[src/rtl/pgr_uart_cmd_parser_32bit_if.sv]
// Command-port bundle between the UART RX byte source / APB master and the frame parser.
// master = UART RX and APB master side, slave = the parser itself.
interface pgr_uart_cmd_parser_32bit_if #(
    parameter int AW = 24,
    parameter int DW = 32,
    parameter int SW = 4
);
    logic [7:0]    rx_data;
    logic          rx_vld;
    logic [SW-1:0] strb;
    logic [AW-1:0] addr;
    logic [DW-1:0] wdata;
    logic          we;
    logic          cmd_en;
    logic          cmd_done;
    logic          busy;
    logic          frame_err;

    modport master (
        output rx_data, rx_vld, cmd_done,
        input  strb, addr, wdata, we, cmd_en, busy, frame_err
    );

    modport slave (
        input  rx_data, rx_vld, cmd_done,
        output strb, addr, wdata, we, cmd_en, busy, frame_err
    );
endinterface

[src/rtl/pgr_uart_cmd_parser_32bit.sv]
// Assembles UART bytes (header, address MSB-first, write data LSB-first) into one APB
// command, strobes cmd_en once and waits for cmd_done before accepting the next header.
module pgr_uart_cmd_parser_32bit #(
    parameter int CLK_FREQ = 50,
    parameter int BAUD     = 115200,
    parameter int AW       = 24,
    parameter int DW       = 32,
    parameter int SW       = 4
) (
    input  logic                        clk,
    input  logic                        rst_n,
    pgr_uart_cmd_parser_32bit_if.slave  bus
);

    // Inter-byte timeout: 30 bit times, roughly three UART characters of silence.
    localparam int unsigned GAP_TO    = 30 * ((CLK_FREQ * 1000000) / BAUD);
    localparam logic [15:0] GAP_LAST  = 16'(GAP_TO - 1);
    localparam logic [2:0]  ADDR_LAST = 3'(AW / 8 - 1);
    localparam logic [2:0]  DATA_LAST = 3'(DW / 8 - 1);

    typedef enum logic [2:0] {
        IDLE  = 3'd0,
        ADDR  = 3'd1,
        DATA  = 3'd2,
        ISSUE = 3'd3,
        WAIT  = 3'd4
    } state_t;

    state_t        state_q, state_d;
    logic [2:0]    cnt_q, cnt_d;
    logic [15:0]   gap_q, gap_d;
    logic [SW-1:0] strb_q, strb_d;
    logic [AW-1:0] addr_q, addr_d;
    logic [DW-1:0] wdata_q, wdata_d;
    logic          we_q, we_d;
    logic          cmd_en_q, cmd_en_d;
    logic          busy_q, busy_d;
    logic          frame_err_q, frame_err_d;

    logic [AW+7:0] addr_shift;
    logic [DW+7:0] wdata_shift;
    logic          gap_hit;

    always_comb begin
        state_d     = state_q;
        cnt_d       = cnt_q;
        gap_d       = '0;
        strb_d      = strb_q;
        addr_d      = addr_q;
        wdata_d     = wdata_q;
        we_d        = we_q;
        frame_err_d = 1'b0;

        // Wide concatenations keep the shifts legal even for 8-bit AW/DW.
        addr_shift  = {addr_q, bus.rx_data};
        wdata_shift = {bus.rx_data, wdata_q};
        // A byte arriving in the timeout cycle wins over the timeout.
        gap_hit     = (gap_q == GAP_LAST) && !bus.rx_vld;

        case (state_q)
            IDLE: begin
                if (bus.rx_vld) begin
                    we_d    = bus.rx_data[7];
                    strb_d  = bus.rx_data[SW-1:0];
                    cnt_d   = '0;
                    state_d = ADDR;
                end
            end
            ADDR: begin
                if (bus.rx_vld) begin
                    addr_d = addr_shift[AW-1:0];
                    cnt_d  = cnt_q + 3'd1;
                    if (cnt_q == ADDR_LAST) begin
                        cnt_d   = '0;
                        state_d = we_q ? DATA : ISSUE;
                    end
                end else if (gap_hit) begin
                    state_d     = IDLE;
                    frame_err_d = 1'b1;
                end else begin
                    gap_d = gap_q + 16'd1;
                end
            end
            DATA: begin
                if (bus.rx_vld) begin
                    wdata_d = wdata_shift[DW+7:8];
                    cnt_d   = cnt_q + 3'd1;
                    if (cnt_q == DATA_LAST) begin
                        cnt_d   = '0;
                        state_d = ISSUE;
                    end
                end else if (gap_hit) begin
                    state_d     = IDLE;
                    frame_err_d = 1'b1;
                end else begin
                    gap_d = gap_q + 16'd1;
                end
            end
            ISSUE: begin
                frame_err_d = bus.rx_vld;
                state_d     = WAIT;
            end
            WAIT: begin
                // Bytes are dropped even in the cycle cmd_done is seen.
                frame_err_d = bus.rx_vld;
                if (bus.cmd_done) begin
                    state_d = IDLE;
                end
            end
            default: begin
                state_d = IDLE;
            end
        endcase

        cmd_en_d = (state_d == ISSUE) && (state_q != ISSUE);
        busy_d   = (state_d != IDLE);
    end

    always_ff @(posedge clk or negedge rst_n) begin
        if (!rst_n) begin
            state_q     <= IDLE;
            cnt_q       <= '0;
            gap_q       <= '0;
            strb_q      <= '0;
            addr_q      <= '0;
            wdata_q     <= '0;
            we_q        <= 1'b0;
            cmd_en_q    <= 1'b0;
            busy_q      <= 1'b0;
            frame_err_q <= 1'b0;
        end else begin
            state_q     <= state_d;
            cnt_q       <= cnt_d;
            gap_q       <= gap_d;
            strb_q      <= strb_d;
            addr_q      <= addr_d;
            wdata_q     <= wdata_d;
            we_q        <= we_d;
            cmd_en_q    <= cmd_en_d;
            busy_q      <= busy_d;
            frame_err_q <= frame_err_d;
        end
    end

    assign bus.strb      = strb_q;
    assign bus.addr      = addr_q;
    assign bus.wdata     = wdata_q;
    assign bus.we        = we_q;
    assign bus.cmd_en    = cmd_en_q;
    assign bus.busy      = busy_q;
    assign bus.frame_err = frame_err_q;

endmodule

[src/flat_wrapper.sv]
// flat-port wrapper written by rule: the top's interface ports become plain ports
module pgr_uart_cmd_parser_32bit_flat 
#(
    parameter int CLK_FREQ = 50,
    parameter int BAUD     = 115200,
    parameter int AW       = 24,
    parameter int DW       = 32,
    parameter int SW       = 4
)
  (clk, rst_n, bus_rx_data, bus_rx_vld, bus_cmd_done, bus_strb, bus_addr, bus_wdata, bus_we, bus_cmd_en, bus_busy, bus_frame_err);
  pgr_uart_cmd_parser_32bit_if #(.AW(AW), .DW(DW), .SW(SW)) bus_i ();
  input  logic clk;
  input  logic rst_n;
  input wire logic [$bits(bus_i.rx_data)-1:0] bus_rx_data;
  input wire logic [$bits(bus_i.rx_vld)-1:0] bus_rx_vld;
  input wire logic [$bits(bus_i.cmd_done)-1:0] bus_cmd_done;
  output wire logic [$bits(bus_i.strb)-1:0] bus_strb;
  output wire logic [$bits(bus_i.addr)-1:0] bus_addr;
  output wire logic [$bits(bus_i.wdata)-1:0] bus_wdata;
  output wire logic [$bits(bus_i.we)-1:0] bus_we;
  output wire logic [$bits(bus_i.cmd_en)-1:0] bus_cmd_en;
  output wire logic [$bits(bus_i.busy)-1:0] bus_busy;
  output wire logic [$bits(bus_i.frame_err)-1:0] bus_frame_err;
  assign bus_i.rx_data = bus_rx_data;
  assign bus_i.rx_vld = bus_rx_vld;
  assign bus_i.cmd_done = bus_cmd_done;
  assign bus_strb = bus_i.strb;
  assign bus_addr = bus_i.addr;
  assign bus_wdata = bus_i.wdata;
  assign bus_we = bus_i.we;
  assign bus_cmd_en = bus_i.cmd_en;
  assign bus_busy = bus_i.busy;
  assign bus_frame_err = bus_i.frame_err;
  pgr_uart_cmd_parser_32bit #(.CLK_FREQ(CLK_FREQ), .BAUD(BAUD), .AW(AW), .DW(DW), .SW(SW)) u_core (.clk(clk), .rst_n(rst_n), .bus(bus_i));
endmodule
[config.mk]
export PLATFORM = sky130hd
export DESIGN_NAME = pgr_uart_cmd_parser_32bit_flat
export DESIGN_NICKNAME = d
export VERILOG_FILES = /design/src/rtl/pgr_uart_cmd_parser_32bit_if.sv /design/src/rtl/pgr_uart_cmd_parser_32bit.sv /design/src/flat_wrapper.sv
export SDC_FILE = /design/constraint.sdc
export NUM_CORES = 1
export LEC_CHECK = 0
export ABC_AREA = 0
export CORE_UTILIZATION = 46
export DETAILED_ROUTE_END_ITERATION = 12
export PLACE_DENSITY_LB_ADDON = 0.15
export SYNTH_ARGS = -nofsm -noshare
export SYNTH_HDL_FRONTEND = slang
export SYNTH_SLANG_ARGS = --single-unit
[constraint.sdc]
create_clock -name clk -period 1.58 [get_ports clk]
set_input_delay 0.158 -clock clk [delete_from_list [all_inputs] [get_ports clk]]
set_output_delay 0.158 -clock clk [all_outputs]
set_load 0.01 [all_outputs]
==> summary.md <==
| Metric | Value |
|---|---|
| Chip height | `90.8 microns` |
| R2R setup slack | `-0.12 ns` |
| Initial antenna violation count | `0` |
| Synth Warn # | `0` |
| Die Span X | `90.8 microns` |
| Status | `finished with violations` |
| Max Cap Viol | `0` |
| GPL Wtd Cong | `0.855` |
| Critical Path Fanout Max | `3` |
| Area growth from synthesis to layout | `42.7%` |
| First drt pass iteration count | `4` |
| Cell Rows | `32` |
| Overall power | `8.65 mW` |
| Max H-tree Level | `3` |
| Count of final hold-check violations | `0` |
| Final worst setup slack | `-0.118 ns` |
| Post-DP Area | `4720 sq um` |
| Worst skew pair latency | `0.36 ns` |
| Wire per inst | `16.0 microns` |
| Startpoint types | `register` |
| Ant diodes | `0` |
| P_int | `5.88 mW` |
| Setup crit end kind | `register` |
| Hold Path Class | `input pin to async pin` |
| Reg-to-Reg End | `u_core.bus.cmd_en` |
| Max-slew headroom | `75.8%` |
| Minimum clock period | `1.70 ns` |
| Cell taking the most area after synthesis | `dfrtp_1` |
| Data required, critical path | `1.81 ns` |
| Fmax | `0.589 GHz` |
| Drt via density | `5.07` |
| Worst r2r src | `u_core.gap_q[10]` |
| Syn Area/Cell | `13.3 sq um` |
| # IOs | `76` |
| Skew final | `0.0122 ns` |
| Largest cells by area after synthesis | `dfrtp_1 59%, mux2_2 19%, xnor2_1 2.4%` |
| Routed WL | `7950 microns` |
| RSZ-0062 raised after global routing | `true` |
| Overall fraction of global-route tracks in use | `19.4%` |
| Vias | `2,520` |
| CTS clk-pin slew, worst paths | `0.10 ns` |
| CTS Buf Count | `9` |
| Top-count cell post-synth | `dfrtp_1` |
| Routed Antenna Nets | `0` |
| PwrDens | `1670 nW/um^2` |
| Worst Setup Path Type | `register to register` |
| M2 GR Usage | `30.9%` |
| Die area | `8240 sq um` |
| EDFF count, synth | `0` |
| Largest net degree at the start of global routing | `35` |
| Worst Path Arrival | `1.93 ns` |
| Max VDD drop | `1.05 mV` |
| Yosys top cell area share | `59.4%` |
| Final Instance Count excl. Fillers | `497` |
| Root buffer cell | `clkbuf_8` |
| Switching pwr | `2.77 mW` |
| PortBufs | `75` |
| Post-synth top cells | `86 x dfrtp_1, 60 x mux2_2, 20 x nor2_1` |
| Worst reg-to-reg path cell count | `5` |
| Main flop type after synthesis | `dfrtp_1` |
| Met3 Track Usage GR | `2.86%` |
| Register area share after synthesis | `59.4%` |
| Syn Nets | `289` |
| Post-route cell area | `5170 sq um` |
| Failing checks | `negative setup slack` |
| Pleak | `2.29 nW` |
| Vias in the first global route | `2,474` |
| First-pass GRT wire length | `12,300 microns` |
| Slew @ Worst Pin | `0.360 ns` |
| Synth Register Bits | `86` |
| Sw Share | `32.0%` |
| Post-layout nets | `407` |
| Hpwl dp | `5250 microns` |
| Sequential Power Share | `38.9%` |
| GRT overflow | `0` |
| Slew Limit Fails | `0` |
| FFs w/ async S/R, synth | `100%` |
| DP Cell Count | `470` |
| Most used routing layer | `met2` |
| Maximum clock insertion buffer count | `2` |
| CTS tree | `yes` |
| Final Cycle Share | `107%` |
| Count of different cell masters after synthesis | `40` |
| Final setup vio count | `48` |
| WHS | `0.242 ns` |
| Gate Count Post-Synth | `272` |
| Clock power frac | `19.1%` |
| Layout cell share with drive strength beyond 1 | `34.4%` |
| Mapped cell area | `3620 sq um` |
| Core Region | `7690 sq um` |
| Post-route DRC | `0` |
| Setup TNS | `-1.96 ns` |
| Combinational share of power | `42.0%` |
| Clock tree sinks | `86` |
| Initial core utilization | `47.2%` |
| First DRT Iteration DRCs | `83` |
| Met1 GRT Util | `26.2%` |
[layer usage]
layer	wire, microns	vias up	share of wire, %
met2	3940	54	49
li1	-	1205	-
met5	0	-	0
met3	266	13	3.3
met4	159	0	2.0
met1	3590	1248	45
[critical path, stage by stage (launching register included)]
cell	delay [ns]
dfrtp_1	0.39
or4_4	0.52
nor4_4	0.30
buf_4	0.17
nand2b_4	0.12
a22oi_2	0.07
[layout make-up]
cell class | instances | area (sq um)
fill | 595 | 2510
sequential | 86 | 2150
multi-input combinational | 170 | 1460
timing repair buffer | 117 | 1200
tap | 102 | 128
clock buffer | 9 | 124
clock inverter | 7 | 88.8
inverter | 6 | 22.5
[worst max-delay path by stage]
stage / to / depth (start not counted) / startpoint
final: u_core.bus.cmd_en / 5 / u_core.gap_q[10]
after global routing: u_core.bus.cmd_en / 5 / u_core.gap_q[10]
after CTS: u_core.bus.cmd_en / 5 / u_core.gap_q[10]
after detailed placement: u_core.bus.cmd_en / 6 / bus_rx_vld
after global placement: u_core.bus.cmd_en / 6 / bus_rx_vld
after floorplan: u_core.gap_q[0] / 5 / u_core.gap_q[13]
[registers in the layout, summed over array words and instances (netlist names), 3 cells and up]
| register | count |
|---|---|
| u_core.bus.strb | 4 |
| u_core.bus.wdata | 32 |
| u_core.gap_q | 16 |
| u_core.cnt_q | 3 |
| u_core.bus.addr | 24 |
| u_core.state_q | 3 |
[metrics by stage]
| stage | setup WS, ns | util [%] |
|---|---|---|
| after floorplan | -0.130 | - |
| after global placement | -0.229 | 61.4 |
| after detailed placement | -0.273 | 61.4 |
| after CTS | -0.113 | 65.4 |
| after global routing | -0.172 | 67.3 |
| final | -0.118 | 67.3 |
[timing repair]
item | in CTS | in global routing
buffers inserted | 4 | 1
setup endpoints to repair | 53 | 77
cloned | 1 | 4
hold endpoints to repair | 24 | 0
resized for setup | 8 | 10
pin swaps | 2 | 3
hold buffers | 1 | 0
[power groups by stage]
stage	Combinational [mW]	Clock, mW	Sequential [mW]
4_1_cts	3.41	1.69	3.35
5_1_grt	3.88	1.77	3.47
2_1_floorplan	1.39	0	3.58
3_5_place_dp	3.31	0	3.38
6_report	3.63	1.65	3.37
3_3_place_gp	3.24	0	3.36
[kinds of logic after synthesis]
group | count (synthesis) | synth area share, %
AND/OR/NAND/NOR | 71 | 10.8
multiplexers | 61 | 19.0
AO/OA/AOI/OAI | 20 | 3.87
flip-flops | 86 | 59.4
XOR/XNOR | 13 | 3.14
buffers and inverters | 16 | 2.14
adder cells (fa/ha/maj) | 5 | 1.73
[placed cells by master (no fill, tap or decap), types with 2 or more instances in the layout]
master / n
nor2_1: 19
xor2_1: 3
nand4_1: 2
a21oi_1: 3
inv_1: 6
buf_4: 33
nor4_1: 3
nor2b_1: 3
and3_1: 3
inv_8: 3
xnor2_1: 10
clkdlybuf4s50_1: 74
dfrtp_1: 85
nor3_1: 5
a31oi_1: 2
nand2b_4: 2
o21ai_0: 5
nand4b_1: 2
buf_12: 3
mux2_2: 60
clkbuf_8: 9
ha_1: 5
clkbuf_16: 4
nand3_1: 6
nand2b_1: 2
nand2_1: 11
nor2b_4: 2
(Power assumes the default switching activity.)
